<file path="src/rtl/conv2d_pe_sequencer_if.sv">
// Handshake bundle between the layer sequencer, the AXI-Lite control block and the PE CU.
// The sequencer takes the master side and the surrounding logic takes the slave side.
interface conv2d_pe_sequencer_if #(
    parameter int CH_W  = 8,
    parameter int ROW_W = 9
);
    logic             start;
    logic [CH_W-1:0]  cfg_num_in_ch;
    logic [CH_W-1:0]  cfg_num_out_ch;
    logic [ROW_W-1:0] cfg_num_rows;
    logic             kernel_valid;
    logic             row_valid;
    logic             PE_ready;
    logic             PE_with_buffers_IDLE;
    logic             busy;
    logic             done;
    logic             pe_rst_n;
    logic             Load_kernel_reg;
    logic             Stream_mid_row;
    logic             Stream_last_row;
    logic             last_channel;
    logic [CH_W-1:0]  b_counter_output;
    logic [CH_W-1:0]  out_ch_idx;
    logic [ROW_W-1:0] row_idx;
    logic             kernel_req;
    logic             bias_addr_inc;

    modport master (
        input  start, cfg_num_in_ch, cfg_num_out_ch, cfg_num_rows,
        input  kernel_valid, row_valid, PE_ready, PE_with_buffers_IDLE,
        output busy, done, pe_rst_n, Load_kernel_reg, Stream_mid_row, Stream_last_row,
        output last_channel, b_counter_output, out_ch_idx, row_idx, kernel_req, bias_addr_inc
    );

    modport slave (
        output start, cfg_num_in_ch, cfg_num_out_ch, cfg_num_rows,
        output kernel_valid, row_valid, PE_ready, PE_with_buffers_IDLE,
        input  busy, done, pe_rst_n, Load_kernel_reg, Stream_mid_row, Stream_last_row,
        input  last_channel, b_counter_output, out_ch_idx, row_idx, kernel_req, bias_addr_inc
    );
endinterface

</file>
<file path="src/rtl/conv2d_pe_sequencer.sv">
// Layer scheduler for the PE CU: walks output channels, input channels and rows,
// issuing kernel loads and row streams with all outputs registered.
module conv2d_pe_sequencer #(
    parameter int CH_W  = 8,
    parameter int ROW_W = 9
) (
    input logic clk,
    input logic Reset,
    conv2d_pe_sequencer_if.master bus
);
    typedef enum logic [3:0] {
        S_IDLE, S_PE_RST, S_WAIT_IDLE, S_REQ_KERNEL, S_ENTER_LAST, S_WAIT_KERNEL,
        S_WAIT_READY, S_WAIT_ROW, S_WAIT_ROW_DONE, S_NEXT_CH, S_DONE
    } state_t;

    localparam logic [CH_W-1:0]  CH_ONE  = 1;
    localparam logic [ROW_W-1:0] ROW_ONE = 1;

    state_t           state;
    logic [CH_W-1:0]  num_in_ch;
    logic [CH_W-1:0]  num_out_ch;
    logic [ROW_W-1:0] num_rows;
    logic             settle;
    logic             is_last_in;
    logic             is_last_out;
    logic             is_last_row;
    logic             cfg_zero;

    assign is_last_in  = (bus.b_counter_output == num_in_ch - CH_ONE);
    assign is_last_out = (bus.out_ch_idx == num_out_ch - CH_ONE);
    assign is_last_row = (bus.row_idx == num_rows - ROW_ONE);
    assign cfg_zero    = (bus.cfg_num_in_ch == '0) || (bus.cfg_num_out_ch == '0) ||
                         (bus.cfg_num_rows == '0);

    always_ff @(posedge clk) begin
        if (!Reset) begin
            state                <= S_IDLE;
            num_in_ch            <= '0;
            num_out_ch           <= '0;
            num_rows             <= '0;
            settle               <= 1'b0;
            bus.busy             <= 1'b0;
            bus.done             <= 1'b0;
            bus.pe_rst_n         <= 1'b0;
            bus.Load_kernel_reg  <= 1'b0;
            bus.Stream_mid_row   <= 1'b0;
            bus.Stream_last_row  <= 1'b0;
            bus.last_channel     <= 1'b0;
            bus.b_counter_output <= '0;
            bus.out_ch_idx       <= '0;
            bus.row_idx          <= '0;
            bus.kernel_req       <= 1'b0;
            bus.bias_addr_inc    <= 1'b0;
        end else begin
            bus.done            <= 1'b0;
            bus.pe_rst_n        <= 1'b1;
            bus.Load_kernel_reg <= 1'b0;
            bus.Stream_mid_row  <= 1'b0;
            bus.Stream_last_row <= 1'b0;
            bus.kernel_req      <= 1'b0;
            bus.bias_addr_inc   <= 1'b0;
            case (state)
                S_IDLE: begin
                    if (bus.start) begin
                        if (cfg_zero) begin
                            state <= S_DONE;
                        end else begin
                            num_in_ch    <= bus.cfg_num_in_ch;
                            num_out_ch   <= bus.cfg_num_out_ch;
                            num_rows     <= bus.cfg_num_rows;
                            bus.busy     <= 1'b1;
                            bus.pe_rst_n <= 1'b0;
                            state        <= S_PE_RST;
                        end
                    end
                end
                S_PE_RST: state <= S_WAIT_IDLE;
                S_WAIT_IDLE: begin
                    if (bus.PE_with_buffers_IDLE) begin
                        bus.kernel_req <= 1'b1;
                        state          <= S_REQ_KERNEL;
                    end
                end
                S_REQ_KERNEL: begin
                    if (is_last_in) begin
                        bus.last_channel <= 1'b1;
                        state            <= S_ENTER_LAST;
                    end else begin
                        state <= S_WAIT_KERNEL;
                    end
                end
                // Quiet cycle lets the CU settle into its last-channel idle first.
                S_ENTER_LAST: state <= S_WAIT_KERNEL;
                S_WAIT_KERNEL: begin
                    if (bus.kernel_valid && bus.PE_with_buffers_IDLE) begin
                        bus.Load_kernel_reg <= 1'b1;
                        state               <= S_WAIT_READY;
                    end
                end
                S_WAIT_READY: begin
                    if (bus.PE_ready && !bus.Load_kernel_reg) state <= S_WAIT_ROW;
                end
                S_WAIT_ROW: begin
                    if (bus.row_valid && bus.PE_with_buffers_IDLE) begin
                        bus.Stream_last_row <= is_last_row;
                        bus.Stream_mid_row  <= !is_last_row;
                        settle              <= 1'b1;
                        state               <= S_WAIT_ROW_DONE;
                    end
                end
                // The CU still looks idle while the stream command is in flight.
                S_WAIT_ROW_DONE: begin
                    if (!(bus.Stream_mid_row || bus.Stream_last_row)) begin
                        if (settle) begin
                            settle <= 1'b0;
                        end else if (bus.PE_with_buffers_IDLE) begin
                            if (is_last_row) begin
                                bus.row_idx <= '0;
                                state       <= S_NEXT_CH;
                            end else begin
                                bus.row_idx <= bus.row_idx + ROW_ONE;
                                state       <= S_WAIT_ROW;
                            end
                        end
                    end
                end
                S_NEXT_CH: begin
                    if (!is_last_in) begin
                        bus.b_counter_output <= bus.b_counter_output + CH_ONE;
                        bus.kernel_req       <= 1'b1;
                        state                <= S_REQ_KERNEL;
                    end else begin
                        bus.b_counter_output <= '0;
                        bus.bias_addr_inc    <= 1'b1;
                        bus.last_channel     <= 1'b0;
                        if (!is_last_out) begin
                            bus.out_ch_idx <= bus.out_ch_idx + CH_ONE;
                            bus.pe_rst_n   <= 1'b0;
                            state          <= S_PE_RST;
                        end else begin
                            state <= S_DONE;
                        end
                    end
                end
                S_DONE: begin
                    bus.last_channel     <= 1'b0;
                    bus.done             <= 1'b1;
                    bus.busy             <= 1'b0;
                    bus.b_counter_output <= '0;
                    bus.out_ch_idx       <= '0;
                    bus.row_idx          <= '0;
                    state                <= S_IDLE;
                end
                default: state <= S_IDLE;
            endcase
        end
    end
endmodule

</file>
<file path="src/flat_wrapper.sv">
// flat-port wrapper written by rule: the top's interface ports become plain ports
module conv2d_pe_sequencer_flat 
#(
    parameter int CH_W  = 8,
    parameter int ROW_W = 9
)
  (clk, Reset, bus_start, bus_cfg_num_in_ch, bus_cfg_num_out_ch, bus_cfg_num_rows, bus_kernel_valid, bus_row_valid, bus_PE_ready, bus_PE_with_buffers_IDLE, bus_busy, bus_done, bus_pe_rst_n, bus_Load_kernel_reg, bus_Stream_mid_row, bus_Stream_last_row, bus_last_channel, bus_b_counter_output, bus_out_ch_idx, bus_row_idx, bus_kernel_req, bus_bias_addr_inc);
  conv2d_pe_sequencer_if #(.CH_W(CH_W), .ROW_W(ROW_W)) bus_i ();
  input logic clk;
  input logic Reset;
  input wire logic [$bits(bus_i.start)-1:0] bus_start;
  input wire logic [$bits(bus_i.cfg_num_in_ch)-1:0] bus_cfg_num_in_ch;
  input wire logic [$bits(bus_i.cfg_num_out_ch)-1:0] bus_cfg_num_out_ch;
  input wire logic [$bits(bus_i.cfg_num_rows)-1:0] bus_cfg_num_rows;
  input wire logic [$bits(bus_i.kernel_valid)-1:0] bus_kernel_valid;
  input wire logic [$bits(bus_i.row_valid)-1:0] bus_row_valid;
  input wire logic [$bits(bus_i.PE_ready)-1:0] bus_PE_ready;
  input wire logic [$bits(bus_i.PE_with_buffers_IDLE)-1:0] bus_PE_with_buffers_IDLE;
  output wire logic [$bits(bus_i.busy)-1:0] bus_busy;
  output wire logic [$bits(bus_i.done)-1:0] bus_done;
  output wire logic [$bits(bus_i.pe_rst_n)-1:0] bus_pe_rst_n;
  output wire logic [$bits(bus_i.Load_kernel_reg)-1:0] bus_Load_kernel_reg;
  output wire logic [$bits(bus_i.Stream_mid_row)-1:0] bus_Stream_mid_row;
  output wire logic [$bits(bus_i.Stream_last_row)-1:0] bus_Stream_last_row;
  output wire logic [$bits(bus_i.last_channel)-1:0] bus_last_channel;
  output wire logic [$bits(bus_i.b_counter_output)-1:0] bus_b_counter_output;
  output wire logic [$bits(bus_i.out_ch_idx)-1:0] bus_out_ch_idx;
  output wire logic [$bits(bus_i.row_idx)-1:0] bus_row_idx;
  output wire logic [$bits(bus_i.kernel_req)-1:0] bus_kernel_req;
  output wire logic [$bits(bus_i.bias_addr_inc)-1:0] bus_bias_addr_inc;
  assign bus_i.start = bus_start;
  assign bus_i.cfg_num_in_ch = bus_cfg_num_in_ch;
  assign bus_i.cfg_num_out_ch = bus_cfg_num_out_ch;
  assign bus_i.cfg_num_rows = bus_cfg_num_rows;
  assign bus_i.kernel_valid = bus_kernel_valid;
  assign bus_i.row_valid = bus_row_valid;
  assign bus_i.PE_ready = bus_PE_ready;
  assign bus_i.PE_with_buffers_IDLE = bus_PE_with_buffers_IDLE;
  assign bus_busy = bus_i.busy;
  assign bus_done = bus_i.done;
  assign bus_pe_rst_n = bus_i.pe_rst_n;
  assign bus_Load_kernel_reg = bus_i.Load_kernel_reg;
  assign bus_Stream_mid_row = bus_i.Stream_mid_row;
  assign bus_Stream_last_row = bus_i.Stream_last_row;
  assign bus_last_channel = bus_i.last_channel;
  assign bus_b_counter_output = bus_i.b_counter_output;
  assign bus_out_ch_idx = bus_i.out_ch_idx;
  assign bus_row_idx = bus_i.row_idx;
  assign bus_kernel_req = bus_i.kernel_req;
  assign bus_bias_addr_inc = bus_i.bias_addr_inc;
  conv2d_pe_sequencer #(.CH_W(CH_W), .ROW_W(ROW_W)) u_core (.clk(clk), .Reset(Reset), .bus(bus_i));
endmodule
</file>
<file path="config.mk">
export PLATFORM = sky130hd
export DESIGN_NAME = conv2d_pe_sequencer_flat
export DESIGN_NICKNAME = d
export VERILOG_FILES = /design/src/rtl/conv2d_pe_sequencer_if.sv /design/src/rtl/conv2d_pe_sequencer.sv /design/src/flat_wrapper.sv
export SDC_FILE = /design/constraint.sdc
export NUM_CORES = 1
export LEC_CHECK = 0
export ABC_CLOCK_PERIOD_IN_PS = 3600
export CAP_MARGIN = 10
export CORE_ASPECT_RATIO = 0.9
export CORE_MARGIN = 10
export CORE_UTILIZATION = 58
export CTS_CLUSTER_DIAMETER = 200
export CTS_CLUSTER_SIZE = 20
export DETAILED_ROUTE_END_ITERATION = 8
export PLACE_DENSITY_LB_ADDON = 0.3
export SYNTH_ARGS = -nofsm -noshare
export SYNTH_HDL_FRONTEND = slang
export SYNTH_SLANG_ARGS = --single-unit
export TNS_END_PERCENT = 50
</file>
<file path="constraint.sdc">
create_clock -name clk -period 3.6 [get_ports clk]
set_input_delay 0.54 -clock clk [delete_from_list [all_inputs] [get_ports clk]]
set_output_delay 0.54 -clock clk [all_outputs]
set_load 0.005 [all_outputs]
</file>
==> results of run 1 <==
-- cells in the mapped netlist (4+ instances only) --
cell      count  share of area (%)
nand2_1      39                3.8
nand2b_1      4               0.65
a21oi_1      13                1.7
or2_2         6               0.98
clkbuf_1     21                2.0
o211ai_1      4               0.78
xnor2_1      18                4.1
ha_1          6                1.9
o21ai_0      17                2.2
inv_1        14                1.4
nor3_1       15                1.9
and2_1        4               0.65
nor2b_1      40                6.5
nor2_1       38                3.7
a31oi_1       9                1.5
nand4_1       9                1.5
nor4_1        8                1.3
mux2i_1      26                6.8
and3_1        9                1.5
nand3_1      23                3.0
xor2_1       14                3.2
dfxtp_1      64                 33
-- stage by stage --
step           instances  area (um^2)  hold WS, ns
6_report             617         4726       0.4505
5_1_grt              617         4726       0.4667
4_1_cts              617         4726       0.4489
3_5_place_dp         602         4539       0.4413
3_3_place_gp         602         4539       0.4314
2_1_floorplan        469         3850       0.4234
-- kinds of logic after synthesis --
family / after synthesis
buffers and inverters: 39
adders and majority gates: 6
DFF: 64
muxes: 28
AOI/OAI and AO/OA: 85
and+or+nand+nor: 214
xor gates and xnor gates: 33
-- layout by cell type, fill, tap and decap left out, types with 8 or more instances in the layout --
| master | Yosys | layout |
|---|---|---|
| nand2_1 | 39 | 39 |
| inv_1 | 14 | 14 |
| xor2_1 | 14 | 14 |
| nand3_1 | 23 | 23 |
| a31oi_1 | 9 | 9 |
| nand4_1 | 9 | 9 |
| a21oi_1 | 13 | 13 |
| nor4_1 | 8 | 8 |
| xnor2_1 | 18 | 18 |
| dfxtp_1 | 64 | 64 |
| o21ai_0 | 17 | 17 |
| clkbuf_8 | 0 | 10 |
| clkdlybuf4s50_1 | 0 | 65 |
| nor2_1 | 38 | 38 |
| nor2b_1 | 40 | 40 |
| mux2i_1 | 26 | 26 |
| nor3_1 | 15 | 15 |
| and3_1 | 9 | 9 |
-- worst min path at each step --
stage	startpoint	to	depth (start not counted)
after global placement	u_core.settle$_SDFFE_PN0P_	u_core.settle$_SDFFE_PN0P_	2
after detailed placement	u_core.settle$_SDFFE_PN0P_	u_core.settle$_SDFFE_PN0P_	2
final	u_core.settle$_SDFFE_PN0P_	u_core.settle$_SDFFE_PN0P_	2
after global routing	u_core.settle$_SDFFE_PN0P_	u_core.settle$_SDFFE_PN0P_	2
after CTS	u_core.settle$_SDFFE_PN0P_	u_core.settle$_SDFFE_PN0P_	2
after floorplan	u_core.settle$_SDFFE_PN0P_	u_core.settle$_SDFFE_PN0P_	2
-- worst max-delay path, stage by stage (launching register included) --
cell and delay [ns]:
dfxtp_1 0.45, inv_1 0.08, ha_1 0.28, xnor3_1 0.22
nand4_1 0.12, a31oi_1 0.10, o2111ai_1 0.89, nand3_1 0.44
o211ai_1 0.29, o21a_1 0.14
-- cell type report --
cell class,instances,area share [%]
Multi-Input combinational cell,366,51.20
Sequential cell,64,27.11
Timing Repair Buffer,68,14.24
Clock buffer,11,2.992
Tap cell,90,2.383
Inverter,14,1.112
Clock inverter,4,0.9531
-- where the power goes --
group | internal (mW) | switching, mW
sequential | 0.746 | 0.0580
clock | 0.331 | 0.270
combinational | 0.215 | 0.200
total | 1.29 | 0.529
-- metal layers --
metal | routed length (um) | vias up
li1 | - | 1784
met1 | 4750 | 1749
met2 | 4659 | 133
met3 | 643 | 14
met4 | 132 | 0
met5 | 0 | -
==> impl_metrics.ini, run 1 <==
[synthesis]
synth_fp_nets = 507
synth-seq-cells = 64
yosys.area_share.simple_pct = 29.57
synth_fa_ha_area_share_pct = 1.950
avgSynthCellArea_um2 = 8.209
synth.mux.area_fraction_pct = 7.345
synthArstFlopShare_pct = 0
ys_warn_count = 0
ys.flop_type = dfxtp_1
synth_edf_count = 0
syn_area_um2 = 3850
synth_cell_type_count = 62
synth_compound_area_share_pct = 16.12
synth_top_family_by_area = simple AND/OR/NAND/NOR gates
ys_seq_area_share_pct = 33.28
synth_cells = 469
synth_xor_area_share_pct = 7.865

[pwr]
power.total_mw = 1.821
ir_worst_vdd_uv = 263.2
p_leak_nw = 1.752
pwr_density_cell_nw_per_um2 = 385.2

[floorplanning]
core_um2 = 6516
fp.dieArea_um2 = 10300
die_h_um = 97.29
placementRows = 28
die_w_um = 105.9
start_util_pct = 59.08
ios = 66

[hold_path]
hold_path.class = flip-flop to flip-flop

[placed_design]
pre_cts_ws_ns = 0.6237
io_buffer_count = 65
gp_congestion = 0.8934
hpwl_um = 7504

[finish]
reg.largest.list = u_core.bus.row_idx (9), u_core.num_rows (9)
synthToLayoutAreaGrowth_pct = 22.75
seqCellArea_um2 = 1281
fin_nets = 561
multi_input_area_um2 = 2420
final_util_pct = 72.52
diodes = 0
num-fill-cells = 515
drive_above_1_share_pct = 6.831

[sta]
final-hold-violation-count = 0
fin_ws_ns = 0.5447
period_minus_slack_ns = 3.055
rsz0062_at_grt = no
period_share_pct = 84.87
worst_pin_slew_ns = 1.107
maxSlewHeadroom_pct = 26.11
timing.setup.tns_ns = 0
drv_slew = 0
fin_skew_ns = 0.005119
fmax_mhz = 327.3
setup_viol = 0

[drt]
vias = 3680
via_per_inst = 5.964
drtIter0Drc = 248
drc = 0
ant_nets = 0
wl_per_cell_um = 16.51
drt_wl_total_um = 10190
firstDrtPassIters = 7

[global_route]
grt.busiest_layer = met2
grt_max_degree = 46
grt_pass1_wl_um = 16540
use_met3_pct = 4.907
grt_pass1_vias = 3334
grt.met2_usage_pct = 29.66
grt_antenna_before_repair = 0
grt_usage_pct = 19.00
grt.overflow.total = 0
gr-usage-met1_pct = 24.77

[critical_path]
cp.required_ns = 3.89
worst_setup_path_end_kind = flip-flop
r2r_end = u_core.bus.b_counter_output[5]$_SDFFE_PN0N_
critPathCapture = u_core.bus.b_counter_output[5]$_SDFFE_PN0N_
ff2ff_setup_slack_ns = 0.54
cp_max_fo = 13
arrival_ns = 3.35
r2r-start = u_core.num_in_ch[0]$_SDFFE_PN0P_
crit_start = u_core.num_in_ch[0]$_SDFFE_PN0P_
critPathKind = flip-flop to flip-flop
cp-start-kind = flip-flop
reg2reg_depth = 9

[status]
status = completed

[clock_tree]
cts.path.max_buffers = 2
post_cts_buffers = 0
cts_tree = built
clk_pin_slew_ns = 0.07
cts_hold_buf = 0
cts_sinks = 64
numCtsBuffers = 9
cts_root_buffer = clkbuf_8
htree_levels = 3
clkLatencyLatePin_ns = 0.34
cts_resized = 0

[job]
drv_cap = 0
No activity file was read; power rests on OpenSTA's default activity.
==> run 2: changes to the inputs <==
Settings changed: ABC_CLOCK_PERIOD_IN_PS 3600 to 2900, CORE_UTILIZATION 58 to 54.
Clock period 3.6 ns to 2.9 ns, I/O delays scaled along.
==> run 2 against run 1 <==
  * Register-to-register slack lost 0.31 ns
  * Worst setup slack lost 0.31 ns
  * Via count shrank 1.2%
  * Clock skew up 0.0048 ns
  * Wire length fell by 3.1%
  * Worst hold slack lost 0.0029 ns
  * Critical path depth stayed put
  * Combinational power rose by 22%
  * Fmax up 15%
  * Largest cell class unchanged
  * Largest power group unchanged
==> impl_metrics.ini, run 2 (synthesis results as in run 1) <==
[pwr]
p_int_mw = 1.585
pwr_density_cell_nw_per_um2 = 472.1
switching_share_pct = 29.28
clockPowerShare_pct = 33.0
power_frac_comb_pct = 22.7
ir_worst_vdd_uv = 372.4
power_switching_mw = 0.6561
power_frac_seq_pct = 44.4
p_leak_nw = 1.754

[critical_path]
cp.required_ns = 3.18
path_buf_inv = 1
critPathKind = flip-flop to flip-flop
cp_max_fo = 6
ff2ff_setup_slack_ns = 0.24
r2r-start = u_core.num_out_ch[0]$_SDFFE_PN0P_
cpPeakStageDelay_ns = 0.51
arrival_ns = 2.94
slowest_stage = a2111oi_4
crit_chain = inv_1 -> ha_1 -> or3b_2 -> nor3_1 -> xnor2_1 -> a2111oi_4 -> or3b_1 -> o221a_2 -> o21ai_2
critPathTopFamily = simple AND/OR/NAND/NOR gates
cp-start-kind = flip-flop
r2r_end = u_core.state[3]$_SDFFE_PN0P_
reg2reg_depth = 9
worst_setup_path_end_kind = flip-flop

[clock_tree]
cts_tree = built
cts_root_buffer = clkbuf_8
cts_hold_buf = 0
cts.path.max_buffers = 2
clk_pin_slew_ns = 0.07
post_cts_buffers = 0
numCtsBuffers = 9
cts_sinks = 64
cts_resized = 0
htree_levels = 3
clkLatencyLatePin_ns = 0.34

[sta]
drv_slew = 0
worst_pin_slew_ns = 0.5562
maxSlewHeadroom_pct = 62.58
period_share_pct = 91.74
period_minus_slack_ns = 2.660
timing.setup.tns_ns = 0
rsz0062_at_grt = no
fin_skew_ns = 0.009883
final-hold-violation-count = 0
fmax_mhz = 375.9
setup_viol = 0

[floorplanning]
fp.dieArea_um2 = 10910
start_util_pct = 54.98
core_um2 = 7003
ios = 66
die_w_um = 109.0
die_h_um = 100.1
placementRows = 29

[drt]
ant_nets = 0
drtIter0Drc = 249
firstDrtPassIters = 5
wl_per_cell_um = 15.83
via_per_inst = 5.835
drt_wl_total_um = 9865
vias = 3635
drc = 0

[global_route]
gr-usage-met1_pct = 22.84
grt_pass1_wl_um = 16370
grt_max_degree = 29
grt.busiest_layer = met2
grt_pass1_vias = 3407
grt_antenna_before_repair = 0
grt.met2_usage_pct = 28.77
use_met3_pct = 6.022
grt_usage_pct = 18.28
grt.overflow.total = 0

[finish]
final_cell_mix = 65 x clkdlybuf4s50_1, 64 x dfxtp_1, 40 x nor2b_1
final_common_cell = clkdlybuf4s50_1
reg.largest.list = u_core.bus.row_idx (9), u_core.num_rows (9)
num-fill-cells = 578
synthToLayoutAreaGrowth_pct = 23.27
final_cells = 623
fin_nets = 563
diodes = 0
drive_above_1_share_pct = 7.358

[hold_path]
hold_end = u_core.settle$_SDFFE_PN0P_
hold_depth = 2
hold_path.class = flip-flop to flip-flop
min_from = u_core.settle$_SDFFE_PN0P_

[status]
status = completed

[placed_design]
dpl.cell_count = 607
io_buffer_count = 65
gp_congestion = 0.8742
hpwl_um = 7409

[job]
drv_cap = 0
run 2: cell types whose count changed in the layout (fill, tap and decap cells not counted), sizes merged:
cell	previous run	this run
buf	3	5
clkbuf	11	10
clkinvlp	0	2
run 2: worst max-delay path by stage:
stage                                 startpoint                      endpoint  slack, ns  cells after the start
3_3_place_gp            bus_PE_with_buffers_IDLE  u_core.state[1]$_SDFFE_PN0P_       0.24                      7
3_5_place_dp            bus_PE_with_buffers_IDLE  u_core.state[1]$_SDFFE_PN0P_       0.12                      7
4_1_cts        u_core.num_out_ch[0]$_SDFFE_PN0P_  u_core.state[3]$_SDFFE_PN0P_       0.23                      9
5_1_grt        u_core.num_out_ch[0]$_SDFFE_PN0P_  u_core.state[3]$_SDFFE_PN0P_       0.07                      9
2_1_floorplan  u_core.num_out_ch[0]$_SDFFE_PN0P_  u_core.state[3]$_SDFFE_PN0P_       0.43                      9
6_report       u_core.num_out_ch[0]$_SDFFE_PN0P_  u_core.state[3]$_SDFFE_PN0P_       0.24                      9
run 2: through the flow:
stage / power, mW / setup WS [ns] / util (%) / hold slack (ns) / cell area (um^2)
after CTS: 2.254 / 0.2321 / 67.77 / 0.4509 / 4746
after global placement: 1.499 / 0.2417 / 65.09 / 0.4350 / 4558
final: 2.241 / 0.2397 / 67.77 / 0.4476 / 4746
after global routing: 2.355 / 0.07407 / 67.77 / 0.4695 / 4746
after floorplan: 1.382 / 0.4338 / - / 0.4234 / 3850
after detailed placement: 1.515 / 0.1201 / 65.09 / 0.4380 / 4558
run 2: routing by layer:
layer  part of all wire (%)  vias up
met5                      0        -
met4                    2.2        0
met3                    8.8       22
met2                     46      130
met1                     43     1699
li1                       -     1784
run 2: power by group through the flow:
| stage | Sequential (mW) | Combinational [mW] | Clock [mW] |
|---|---|---|---|
| 2_1_floorplan | 0.982 | 0.400 | 0 |
| 3_3_place_gp | 1.01 | 0.489 | 0 |
| 3_5_place_dp | 1.01 | 0.503 | 0 |
| 4_1_cts | 0.992 | 0.507 | 0.755 |
| 5_1_grt | 1.00 | 0.565 | 0.789 |
| 6_report | 0.994 | 0.508 | 0.739 |
run 2: layout make-up:
class | count | area [um^2] | area share, %
Tap cell | 93 | 116.4 | 2.452
Inverter | 14 | 52.55 | 1.107
Sequential cell | 64 | 1281 | 27.00
Timing Repair Buffer | 70 | 688.2 | 14.50
Multi-Input combinational cell | 366 | 2420 | 50.99
Clock inverter | 6 | 60.06 | 1.265
Clock buffer | 10 | 127.6 | 2.689
run 2: worst min-delay path: cells and delay by family, from the launching register on:
kind	cells	cell delay [ns]
AO/OA/AOI/OAI	1	0.05
buffers and inverters	1	0.05
flip-flops	1	0.31
